===== config.mk =====
export PLATFORM = sky130hd
export DESIGN_NAME = multicycle_control
export DESIGN_NICKNAME = d
export VERILOG_FILES = /design/src/rtl/multicycle_control.sv
export SDC_FILE = /design/constraint.sdc
export NUM_CORES = 1
export LEC_CHECK = 0
export BUFFER_PORTS_ARGS = -buffer_cell sky130_fd_sc_hd__buf_4
export CORE_MARGIN = 2
export CORE_UTILIZATION = 53
export DETAILED_ROUTE_END_ITERATION = 12
export PLACE_DENSITY = 0.85
export SKIP_LAST_GASP = 1
export SLEW_MARGIN = 10
export SYNTH_ARGS = -nofsm -noshare
export SYNTH_HDL_FRONTEND = slang
export SYNTH_SLANG_ARGS = --single-unit

===== constraint.sdc =====
create_clock -name clk -period 3.55 [get_ports clk]
set_clock_uncertainty 0.2 [all_clocks]
set_input_delay 0.8875 -clock clk [delete_from_list [all_inputs] [get_ports clk]]
set_output_delay 0.8875 -clock clk [all_outputs]
set_load 0.005 [all_outputs]

===== src/rtl/multicycle_control.sv =====
// Multi-cycle control unit for the MIPS-subset CPU.
// Walks each instruction through IF/ID/EXE/MEM/WB. The strobes are combinational
// from the registered state, the IR fields and mem_ready, so a strobe can follow
// the memory handshake within the same cycle. The state and the retired counter
// are updated together in a single clocked block.
module multicycle_control #(
  parameter int ALUOP_W = 4,
  parameter int CNT_W   = 32,
  parameter int MEM_HS  = 1
) (
  input  logic               clk,
  input  logic               rst,
  input  logic [5:0]         op,
  input  logic [5:0]         funct,
  input  logic               zero,
  input  logic               sign,
  input  logic               mem_ready,
  output logic [2:0]         state,
  output logic               PCWrite,
  output logic               IRWrite,
  output logic [1:0]         pcsrc,
  output logic [ALUOP_W-1:0] ALUop,
  output logic               ALUsrcA,
  output logic               ALUsrcB,
  output logic               RegDst,
  output logic               ExtSel,
  output logic               datasrc,
  output logic               mRD,
  output logic               mWR,
  output logic               Regwrite,
  output logic               halted,
  output logic [CNT_W-1:0]   retired
);

  typedef enum logic [2:0] {
    S_IF   = 3'd0,
    S_ID   = 3'd1,
    S_EXE  = 3'd2,
    S_MEM  = 3'd3,
    S_WB   = 3'd4,
    S_HALT = 3'd5
  } state_t;

  typedef enum logic [3:0] {
    C_NOP, C_ALU, C_LW, C_SW, C_BEQ, C_BNE, C_BLTZ, C_J, C_HALT
  } iclass_t;

  typedef struct packed {
    iclass_t    cls;
    logic [3:0] alu;
    logic       srca;
    logic       srcb;
    logic       regdst;
    logic       ext;
    logic       dsrc;
  } dec_t;

  state_t st;
  dec_t   dec;
  logic   mrdy;

  // Instruction decode: class plus datapath selects for one op/funct pair.
  function automatic dec_t decode(input logic [5:0] o, input logic [5:0] f);
    dec_t d;
    d.cls    = C_NOP;
    d.alu    = 4'b1000;
    d.srca   = 1'b0;
    d.srcb   = 1'b0;
    d.regdst = 1'b0;
    d.ext    = 1'b0;
    d.dsrc   = 1'b0;
    case (o)
      6'b000000: begin
        d.regdst = 1'b1;
        case (f)
          6'b000000: begin d.cls = C_ALU; d.alu = 4'b0111; d.srca = 1'b1; end
          6'b100000: begin d.cls = C_ALU; d.alu = 4'b0100; end
          6'b100010: begin d.cls = C_ALU; d.alu = 4'b0101; end
          6'b100100: begin d.cls = C_ALU; d.alu = 4'b0000; end
          6'b100101: begin d.cls = C_ALU; d.alu = 4'b0001; end
          default:   begin d.regdst = 1'b0; end
        endcase
      end
      6'b001001: begin d.cls = C_ALU; d.alu = 4'b0100; d.srcb = 1'b1; d.ext = 1'b1; end
      6'b001100: begin d.cls = C_ALU; d.alu = 4'b0000; d.srcb = 1'b1; end
      6'b001101: begin d.cls = C_ALU; d.alu = 4'b0001; d.srcb = 1'b1; end
      6'b001010: begin d.cls = C_ALU; d.alu = 4'b0110; d.srcb = 1'b1; d.ext = 1'b1; end
      6'b100011: begin
        d.cls = C_LW; d.alu = 4'b0100; d.srcb = 1'b1; d.ext = 1'b1; d.dsrc = 1'b1;
      end
      6'b101011: begin d.cls = C_SW; d.alu = 4'b0100; d.srcb = 1'b1; d.ext = 1'b1; end
      6'b000100: begin d.cls = C_BEQ;  d.alu = 4'b1000; d.ext = 1'b1; end
      6'b000101: begin d.cls = C_BNE;  d.alu = 4'b1001; d.ext = 1'b1; end
      6'b000110: begin d.cls = C_BLTZ; d.alu = 4'b1010; d.ext = 1'b1; end
      6'b000010: d.cls = C_J;
      6'b111111: d.cls = C_HALT;
      default:   d.cls = C_NOP;
    endcase
    return d;
  endfunction

  assign dec   = decode(op, funct);
  assign mrdy  = (MEM_HS != 0) ? mem_ready : 1'b1;
  assign state = st;

  // State sequencing and retired-instruction count.
  always_ff @(posedge clk) begin
    if (rst) begin
      st      <= S_IF;
      retired <= '0;
    end else begin
      case (st)
        S_IF: if (mrdy) st <= S_ID;
        S_ID: begin
          case (dec.cls)
            C_J, C_NOP: begin st <= S_IF;   retired <= retired + CNT_W'(1); end
            C_HALT:     begin st <= S_HALT; retired <= retired + CNT_W'(1); end
            default:    st <= S_EXE;
          endcase
        end
        S_EXE: begin
          case (dec.cls)
            C_BEQ, C_BNE, C_BLTZ: begin st <= S_IF; retired <= retired + CNT_W'(1); end
            C_LW, C_SW:           st <= S_MEM;
            default:              st <= S_WB;
          endcase
        end
        S_MEM: begin
          if (mrdy) begin
            if (dec.cls == C_SW) begin
              st      <= S_IF;
              retired <= retired + CNT_W'(1);
            end else begin
              st <= S_WB;
            end
          end
        end
        S_WB: begin
          st      <= S_IF;
          retired <= retired + CNT_W'(1);
        end
        S_HALT:  st <= S_HALT;
        default: st <= S_IF;
      endcase
    end
  end

  // Strobes and selects; all forced to their idle values while rst is high.
  always_comb begin
    PCWrite  = 1'b0;
    IRWrite  = 1'b0;
    pcsrc    = 2'd0;
    ALUop    = ALUOP_W'(4'b1000);
    ALUsrcA  = 1'b0;
    ALUsrcB  = 1'b0;
    RegDst   = 1'b0;
    ExtSel   = 1'b0;
    datasrc  = 1'b0;
    mRD      = 1'b0;
    mWR      = 1'b0;
    Regwrite = 1'b0;
    halted   = 1'b0;
    if (!rst) begin
      if (st == S_ID || st == S_EXE || st == S_MEM || st == S_WB) begin
        ALUop   = ALUOP_W'(dec.alu);
        ALUsrcA = dec.srca;
        ALUsrcB = dec.srcb;
        RegDst  = dec.regdst;
        ExtSel  = dec.ext;
        datasrc = dec.dsrc;
      end
      case (st)
        S_IF: begin
          IRWrite = mrdy;
          PCWrite = mrdy;
        end
        S_ID: begin
          if (dec.cls == C_J) begin
            PCWrite = 1'b1;
            pcsrc   = 2'd2;
          end
        end
        S_EXE: begin
          if (((dec.cls == C_BEQ || dec.cls == C_BNE) && zero) ||
              (dec.cls == C_BLTZ && sign)) begin
            PCWrite = 1'b1;
            pcsrc   = 2'd1;
          end
        end
        S_MEM: begin
          mRD = (dec.cls == C_LW);
          mWR = (dec.cls == C_SW);
        end
        S_WB:    Regwrite = 1'b1;
        S_HALT:  halted = 1'b1;
        default: ;
      endcase
    end
  end

endmodule


==> flow_metrics.py, run 1 <==
metrics = {
    "run_status": {
        "status": "complete, no violations",
    },
    "sta": {
        "hold-worst-slack_ns": 0.297,
        "rsz0062_at_grt": "yes",
        "slew-limit-headroom_pct": 55.1,
        "setup-tns-final_ns": 0,
        "setup_viol_count_final": 0,
        "fmax_mhz": 287,
        "fin_crit_ns": 3.49,
        "finalMaxSlewViolations": 0,
        "period_share_pct": 98.3,
        "worst_slack_ns": 0.0616,
        "tightestPinTransition_ns": 0.668,
        "finalHoldViolCount": 0,
    },
    "global_routing": {
        "grt_pass1_vias": 2600,
        "grt_max_degree": 50,
        "gr-total-overflow": 0,
        "grtUsageTotal_pct": 28.7,
        "grt_pass1_wl_um": 12200,
        "antenna_found_initial": 0,
    },
    "clock_network": {
        "cts.sinks": 35,
        "clock-root-buffer": "clkbuf_8",
        "htree_levels": 2,
        "post_cts_buffers": 0,
        "cts_tree": "yes",
        "clockBufferDepth": 2,
        "clock_latency_ns": 0.29,
        "path_clk_slew_ns": 0.08,
        "numCtsBuffers": 5,
    },
    "worst_setup_path": {
        "rrSetupSlack_ns": 1.08,
        "endpoint": "pcsrc[0]",
        "start_kind": "input port",
        "rr_worst_depth": 8,
        "cp.arrival_ns": 2.40,
        "required_ns": 2.46,
        "setup.worst_path.class": "input port to output port",
        "reg2reg_from": "state[0]",
        "r2r-end": "retired[6]",
        "critPathLaunch": "op[0]",
        "end_kind": "output port",
        "critPathMaxFanout": 2,
    },
    "die": {
        "die_h_um": 73.3,
        "core_sq_um": 4660,
        "dieArea_sq_um": 5370,
        "start_util_pct": 54.6,
        "die_x_um": 73.3,
        "rows": 25,
        "io_pins": 69,
    },
    "place": {
        "place_ws_ns": -0.0814,
        "place_inst": 462,
        "dpl.hpwl_um": 5710,
        "portBuffers": 68,
        "place_area_sq_um": 3220,
        "gp_congestion": 0.929,
    },
    "finish": {
        "stdcell_count": 470,
        "fin_util_pct": 72.0,
        "layout_commonest_cell": "buf_4",
        "final_cell_mix": "91 x buf_4, 35 x a21oi_1, 35 x dfxtp_1",
        "nNetsFinal": 433,
        "syn_to_final_growth_pct": 31.9,
        "drive_above_1_share_pct": 29.3,
        "design_area_sq_um": 3360,
        "diodes": 0,
    },
    "detailed_routing": {
        "first_pass_iters": 5,
        "viasPerCell": 6.33,
        "routed_wirelength_um": 7670,
        "drt_iter0_drc": 255,
        "antenna_left": 0,
        "route.vias.total": 2975,
        "drc_errors": 0,
        "wl_per_cell_um": 16.3,
    },
    "hold_path": {
        "hold_class": "flip-flop to flip-flop",
    },
    "synthesis": {
        "synth_cell_type_count": 61,
        "syn_nets": 356,
        "synth_area_sq_um": 2540,
        "ys_ff_latch": 35,
        "synth_edf_count": 0,
        "syn_inst": 338,
        "yosys_warnings": 0,
        "synth_seq_area_share_pct": 27.5,
        "synth_ff_type": "dfxtp_1",
        "async_flop_share_pct": 0,
        "avgSynthCellArea_sq_um": 7.53,
    },
    "pwr": {
        "total_power_uw": 927,
        "power_density_nw_per_um2": 276,
        "p_leak_nw": 1.26,
        "vdd_ir_drop_max_uv": 205,
    },
    "flow_run": {
        "drv_cap": 0,
    },
}
[layer usage]
layer  wire, um  track usage [%]  share of wire, %  vias up
met5          0                0                 0        -
met4         73             8.69              0.95        0
li1           -                -                 -     1443
met2       4050             52.0                53      118
met1       3150             34.9                41     1406
met3        389             4.25               5.1        8
[worst max-delay path, stage by stage]
cell and delay, ns:
buf_4 0.11, or4b_4 0.54, nor3b_2 0.23, nand3_1 0.11
a2111oi_2 0.36, buf_4 0.17
[state kept, by name, summed over array words and instances, names as in the netlist]
signal / flops
state: 3
retired: 32
[repair_timing]
action | 4_1_cts | 5_1_grt
setup endpoints to repair | 1 | 6
endpoints found under the hold margin | 0 | 0
gates cloned | 0 | 0
pin swaps | 0 | 1
hold buffers | 0 | 0
gates resized for setup | 2 | 5
[area by class of cell]
cell class / count / area (sq um)
well taps: 54 / 67.6
flip-flops and latches: 35 / 701
fillers: 393 / 1310
repair buffers: 92 / 703
clock inverters: 3 / 43.8
inverters: 4 / 15.0
multi-input cells: 277 / 1760
clock buffers: 5 / 68.8
[synthesized netlist by cell type, drive strengths merged, types with 10 or more instances]
master  count  area, sq um
clkbuf     14         52.6
o31ai      10         75.1
nor3       10         50.1
nor2       27          101
o21ai      23          115
dfxtp      35          701
a21oi      36          180
or3        14         87.6
and3       11         68.8
nand3      17         90.1
nand2      19         71.3
nand4      15         93.8
[worst min path at each step]
stage | from | to | slack, ns | cells past startpoint
after CTS | retired[31] | retired[31] | 0.30 | 2
after floorplan | retired[31] | retired[31] | 0.27 | 2
final | retired[26] | retired[26] | 0.30 | 2
after global placement | retired[31] | retired[31] | 0.27 | 2
after detailed placement | retired[31] | retired[31] | 0.29 | 2
after global routing | retired[29] | retired[29] | 0.32 | 2
[kinds of logic (layout without fill, tap and decap cells)]
| group | count (synthesis) | count (layout) | share of synthesized area, % |
|---|---|---|---|
| adders and majority gates | 2 | 2 | 0.885 |
| DFF | 35 | 35 | 27.5 |
| and+or+nand+nor | 172 | 172 | 40.4 |
| AOI/OAI and AO/OA | 97 | 97 | 24.6 |
| muxes | 2 | 2 | 0.836 |
| xor gates and xnor gates | 4 | 4 | 1.38 |
| buffers and inverters | 26 | 104 | 4.42 |
[report_power, final]
part           switching, mW  internal (mW)  total (mW)
Combinational         0.0943         0.0695       0.164
Sequential           0.00682          0.396       0.403
Clock                  0.151          0.209       0.360
No activity file was read; power rests on OpenSTA's default activity.
==> inputs of run 2 (changes only) <==
--- a/config.mk
+++ b/config.mk
@@ -6,9 +6,9 @@
 export NUM_CORES = 1
 export LEC_CHECK = 0
-export BUFFER_PORTS_ARGS = -buffer_cell sky130_fd_sc_hd__buf_4
 export CORE_MARGIN = 2
-export CORE_UTILIZATION = 53
+export CORE_UTILIZATION = 57
 export DETAILED_ROUTE_END_ITERATION = 12
-export PLACE_DENSITY = 0.85
+export DONT_BUFFER_PORTS = 1
+export PLACE_DENSITY = 0.76
 export SKIP_LAST_GASP = 1
 export SLEW_MARGIN = 10
==> constraint.sdc (replaced) <==
create_clock -name clk -period 3.55 [get_ports clk]
set_clock_uncertainty 0.2 [all_clocks]
set_input_delay 0.1775 -clock clk [delete_from_list [all_inputs] [get_ports clk]]
set_output_delay 0.1775 -clock clk [all_outputs]
set_load 0.005 [all_outputs]
==> run 2 against run 1 <==
Register-to-register slack worse by 0.73 ns. Core utilization down 9.8 points. Die area down 6.6%. Critical endpoint is now retired[22]. Total power down 13%. Sequential power about the same. Fmax up 8.9%. Critical path type is now flip-flop to flip-flop. Count of clock-buffer cells in the layout up 1. Global-route usage down 2.0 points. Flip-flop and latch count unchanged. Design area down 20%.
==> flow_metrics.py, run 2 (synthesis gave the netlist of run 1 again) <==
metrics = {
    "die": {
        "rows": 24,
        "dieArea_sq_um": 5020,
        "die_x_um": 70.8,
        "io_pins": 69,
        "start_util_pct": 58.9,
        "core_sq_um": 4320,
        "die_h_um": 70.8,
    },
    "worst_setup_path": {
        "crit_chain": "nor3b_1, and4_1, or3_1, nand3_2, buf_4, or3_1, a21oi_1, dlygate4sd3_1",
        "critPathMostFrequentCell": "or3_1",
        "path_delay_family": "simple AND/OR/NAND/NOR gates",
        "required_ns": 3.57,
        "cp.arrival_ns": 3.23,
        "critPathMaxFanout": 21,
        "cp_slowest_cell": "dlygate4sd3_1",
        "end_kind": "flip-flop",
        "max_stage_delay_ns": 0.61,
        "cp_num_buf_inv": 2,
        "start_kind": "flip-flop",
        "setup.worst_path.class": "flip-flop to flip-flop",
    },
    "global_routing": {
        "gr-total-overflow": 0,
        "grtUsageTotal_pct": 26.7,
        "grt_pass1_vias": 2268,
        "use_met2_pct": 38.9,
        "busiest_layer": "met2",
        "antenna_found_initial": 0,
        "grt_max_degree": 36,
        "use_met1_pct": 38.7,
        "grt_pass1_wl_um": 11000,
        "grt_use_met3_pct": 7.69,
    },
    "clock_network": {
        "cts_tree": "yes",
        "path_clk_slew_ns": 0.07,
        "cts_resized": 0,
        "numCtsBuffers": 5,
        "cts.sinks": 35,
        "clock-root-buffer": "clkbuf_8",
        "clock_latency_ns": 0.29,
        "clockBufferDepth": 2,
        "htree_levels": 2,
    },
    "finish": {
        "nNetsFinal": 350,
        "multi_input_area_sq_um": 1730,
        "stdcell_count": 384,
        "largest_reg_flops": 32,
        "fin_util_pct": 62.2,
        "seqCellArea_sq_um": 701,
        "fillers": 414,
        "final_cell_mix": "36 x a21oi_1, 35 x dfxtp_1, 27 x nor2_1",
        "layout_commonest_cell": "a21oi_1",
        "syn_to_final_growth_pct": 5.60,
        "drive_above_1_share_pct": 8.73,
        "diodes": 0,
        "regMostFlops": "retired",
    },
    "pwr": {
        "p_leak_nw": 0.811,
        "vdd_ir_drop_max_uv": 231,
        "power_density_nw_per_um2": 300,
    },
    "run_status": {
        "status": "complete, no violations",
    },
    "sta": {
        "setup_viol_count_final": 0,
        "fmax_mhz": 312,
        "fin_crit_ns": 3.20,
        "tightestPinTransition_ns": 0.611,
        "setup-tns-final_ns": 0,
        "period_share_pct": 90.2,
        "finalHoldViolCount": 0,
        "slew-limit-headroom_pct": 58.9,
        "rsz0062_at_grt": "no",
        "finalMaxSlewViolations": 0,
    },
    "detailed_routing": {
        "route.vias.total": 2571,
        "viasPerCell": 6.70,
        "wl_per_cell_um": 17.3,
        "antenna_left": 0,
        "routed_wirelength_um": 6630,
        "drc_errors": 0,
        "drt_iter0_drc": 187,
        "first_pass_iters": 5,
    },
    "place": {
        "dpl.hpwl_um": 4700,
        "place_inst": 373,
        "portBuffers": 0,
        "gp_congestion": 0.870,
    },
    "flow_run": {
        "drv_cap": 0,
    },
    "hold_path": {
        "hold_class": "input port to flip-flop",
    },
}
[run 2: cell count changes in the layout (fill, tap and decap cells not counted), sizes merged]
| cell | change |
|---|---|
| clkbuf | +1 |
| dlygate4sd3 | +3 |
| clkinv | -1 |
| buf | -86 |
| bufinv | -1 |
[run 2: timing repair]
item,CTS,global route
endpoints found under the hold margin,35,0
buffers inserted,0,0
hold buffers,4,0
[run 2: metrics by stage]
stage / hold slack (ns) / power [mW] / setup WS, ns / area (sq um)
2_1_floorplan: 0.0862 / 0.507 / 1.29 / 2540
6_report: 0.0141 / 0.806 / 0.347 / 2690
4_1_cts: 0.00407 / 0.809 / 0.495 / 2690
5_1_grt: 0.0525 / 0.841 / 0.119 / 2690
3_3_place_gp: 0.0524 / 0.508 / 0.873 / 2550
3_5_place_dp: 0.0529 / 0.510 / 0.834 / 2550
[run 2: tightest hold or removal path, stage by stage]
cell,delay [ns]
nand2_1,0.04
nor2_1,0.05
nor2_1,0.10
o32ai_1,0.08
[run 2: final cells by class]
class / count / share of cell area [%]
multi-input cells: 277 / 64.4
clock buffers: 6 / 3.07
inverters: 4 / 0.559
repair buffers: 9 / 3.26
well taps: 52 / 2.42
clock inverters: 1 / 0.186
flip-flops and latches: 35 / 26.1
[run 2: where the power goes]
| group | total (mW) | switching [mW] | internal (mW) |
|---|---|---|---|
| clock | 0.293 | 0.141 | 0.152 |
| combinational | 0.108 | 0.0659 | 0.0425 |
| sequential | 0.405 | 0.00877 | 0.396 |
| total | 0.806 | 0.215 | 0.591 |
[run 2: final timing paths]
path / end / slack (ns) / startpoint / cells past startpoint
hold / removal: state[0] / 0.01 / op[2] / 4
hold reg to reg: retired[31] / 0.30 / retired[31] / 2
setup / recovery: retired[22] / 0.35 / state[2] / 8
setup reg to reg: retired[22] / 0.35 / state[2] / 8
[run 2: routing by layer]
layer / up-vias / routed length (um)
met5: - / 0
met4: 0 / 61
met3: 7 / 454
met2: 91 / 2930
met1: 1194 / 3180
li1: 1279 / -
==> inputs of run 3 (changes only) <==
==> constraint.sdc (replaced) <==
create_clock -name clk -period 3.55 [get_ports clk]
set_clock_uncertainty 0.2 [all_clocks]
set_input_delay 0.71 -clock clk [delete_from_list [all_inputs] [get_ports clk]]
set_output_delay 0.71 -clock clk [all_outputs]
set_load 0.005 [all_outputs]
==> run 3 against run 2 <==
Count of clock-buffer cells in the layout is 1 higher. First-iteration DRC count shrank 17%. Critical path depth shrank 3. Core utilization is 0.84 points lower. Via count grew 1.4%. Fmax shrank 1.9%. Register-to-register slack improved by 0.46 ns. Design area is 1.4% lower. Critical path type is now input port to output port.
==> flow_metrics.py, run 3 (synthesis gave the netlist of run 1 again) <==
metrics = {
    "place": {
        "dpl.hpwl_um": 4600,
        "portBuffers": 0,
        "gp_congestion": 0.897,
    },
    "global_routing": {
        "grt_max_degree": 43,
        "grtUsageTotal_pct": 25.3,
        "antenna_found_initial": 0,
        "grt_pass1_wl_um": 10500,
        "grt_pass1_vias": 2178,
        "gr-total-overflow": 0,
    },
    "die": {
        "start_util_pct": 58.9,
        "core_sq_um": 4320,
        "die_h_um": 70.8,
        "io_pins": 69,
        "dieArea_sq_um": 5020,
        "rows": 24,
        "die_x_um": 70.8,
    },
    "worst_setup_path": {
        "end_kind": "output port",
        "critPathMaxFanout": 17,
        "rr_worst_depth": 7,
        "cp.arrival_ns": 2.35,
        "start_kind": "input port",
        "setup.worst_path.class": "input port to output port",
        "required_ns": 2.64,
    },
    "pwr": {
        "p_leak_nw": 0.791,
        "power_density_nw_per_um2": 297,
        "vdd_ir_drop_max_uv": 236,
    },
    "sta": {
        "setup_viol_count_final": 0,
        "finalMaxSlewViolations": 0,
        "rsz0062_at_grt": "no",
        "period_share_pct": 92.0,
        "setup-tns-final_ns": 0,
        "finalHoldViolCount": 0,
        "fmax_mhz": 306,
        "tightestPinTransition_ns": 0.618,
        "slew-limit-headroom_pct": 57.7,
        "fin_crit_ns": 3.26,
        "hold-worst-slack_ns": 0.288,
    },
    "clock_network": {
        "postCtsHoldBufs": 0,
        "clock-root-buffer": "clkbuf_8",
        "htree_levels": 2,
        "cts_tree": "yes",
        "clock_latency_ns": 0.29,
        "clockBufferDepth": 2,
        "numCtsBuffers": 5,
        "post_cts_buffers": 0,
        "cts_resized": 0,
        "cts.sinks": 35,
        "path_clk_slew_ns": 0.07,
    },
    "finish": {
        "nNetsFinal": 347,
        "diodes": 0,
        "drive_above_1_share_pct": 8.48,
        "regMostFlops": "retired",
        "syn_to_final_growth_pct": 4.18,
        "layout_commonest_cell": "a21oi_1",
        "largest_reg_flops": 32,
        "final_cell_mix": "36 x a21oi_1, 35 x dfxtp_1, 27 x nor2_1",
    },
    "detailed_routing": {
        "first_pass_iters": 5,
        "routed_wirelength_um": 6460,
        "drt_iter0_drc": 155,
        "antenna_left": 0,
        "wl_per_cell_um": 16.9,
        "drc_errors": 0,
        "route.vias.total": 2606,
        "viasPerCell": 6.82,
    },
    "run_status": {
        "status": "complete, no violations",
    },
    "hold_path": {
        "min_path_cells": 1,
        "hold_class": "input port to flip-flop",
    },
    "flow_run": {
        "drv_cap": 0,
    },
}
[run 3: changes by cell type in the layout (fill, tap and decap cells not counted), sizes merged]
cell	change
clkbuf	+1
dlygate4sd3	-3
[run 3: layout make-up]
cell class | count | area, sq um
multi-input cells | 277 | 1730
fillers | 394 | 1670
flip-flops and latches | 35 | 701
clock buffers | 7 | 76.3
well taps | 52 | 65.1
repair buffers | 6 | 57.6
inverters | 4 | 15.0
clock inverters | 1 | 5.00
[run 3: path summary, 6_finish.rpt]
check	end	from	slack, ns
worst min-delay path	retired[13]	rst	0.29
worst min register to register	retired[31]	retired[31]	0.30
worst max register to register	retired[25]	state[1]	0.81
worst max-delay path	ALUsrcA	op[1]	0.29
[run 3: layer usage]
layer / vias to the layer above / wire length, um / global-route usage, %
li1: 1273 / - / -
met1: 1214 / 3070 / 36.4
met2: 111 / 2830 / 38.1
met3: 8 / 499 / 6.55
met4: 0 / 58 / 5.66
met5: - / 0 / 0
[run 3: where the power goes]
group	internal [mW]	switching [mW]
clock	0.138	0.144
combinational	0.0431	0.0565
sequential	0.396	0.00971
[run 3: metrics by stage]
step / power [mW] / utilization [%] / worst slack, ns / cell area, sq um / std cells
finish: 0.787 / 61.3 / 0.285 / 2650 / 382
global placement: 0.511 / 59.4 / 0.282 / 2570 / 374
CTS: 0.788 / 61.3 / 0.327 / 2650 / 382
floorplan: 0.507 / - / 0.525 / 2540 / 338
global route: 0.813 / 61.3 / 0.257 / 2650 / 382
detailed placement: 0.514 / 59.4 / 0.321 / 2570 / 374
[run 3: worst max-delay path, stage by stage]
cell	delay, ns
nor3_1	0.48
nand4_1	0.29
nor3_1	0.23
nor4b_1	0.44
buf_4	0.20
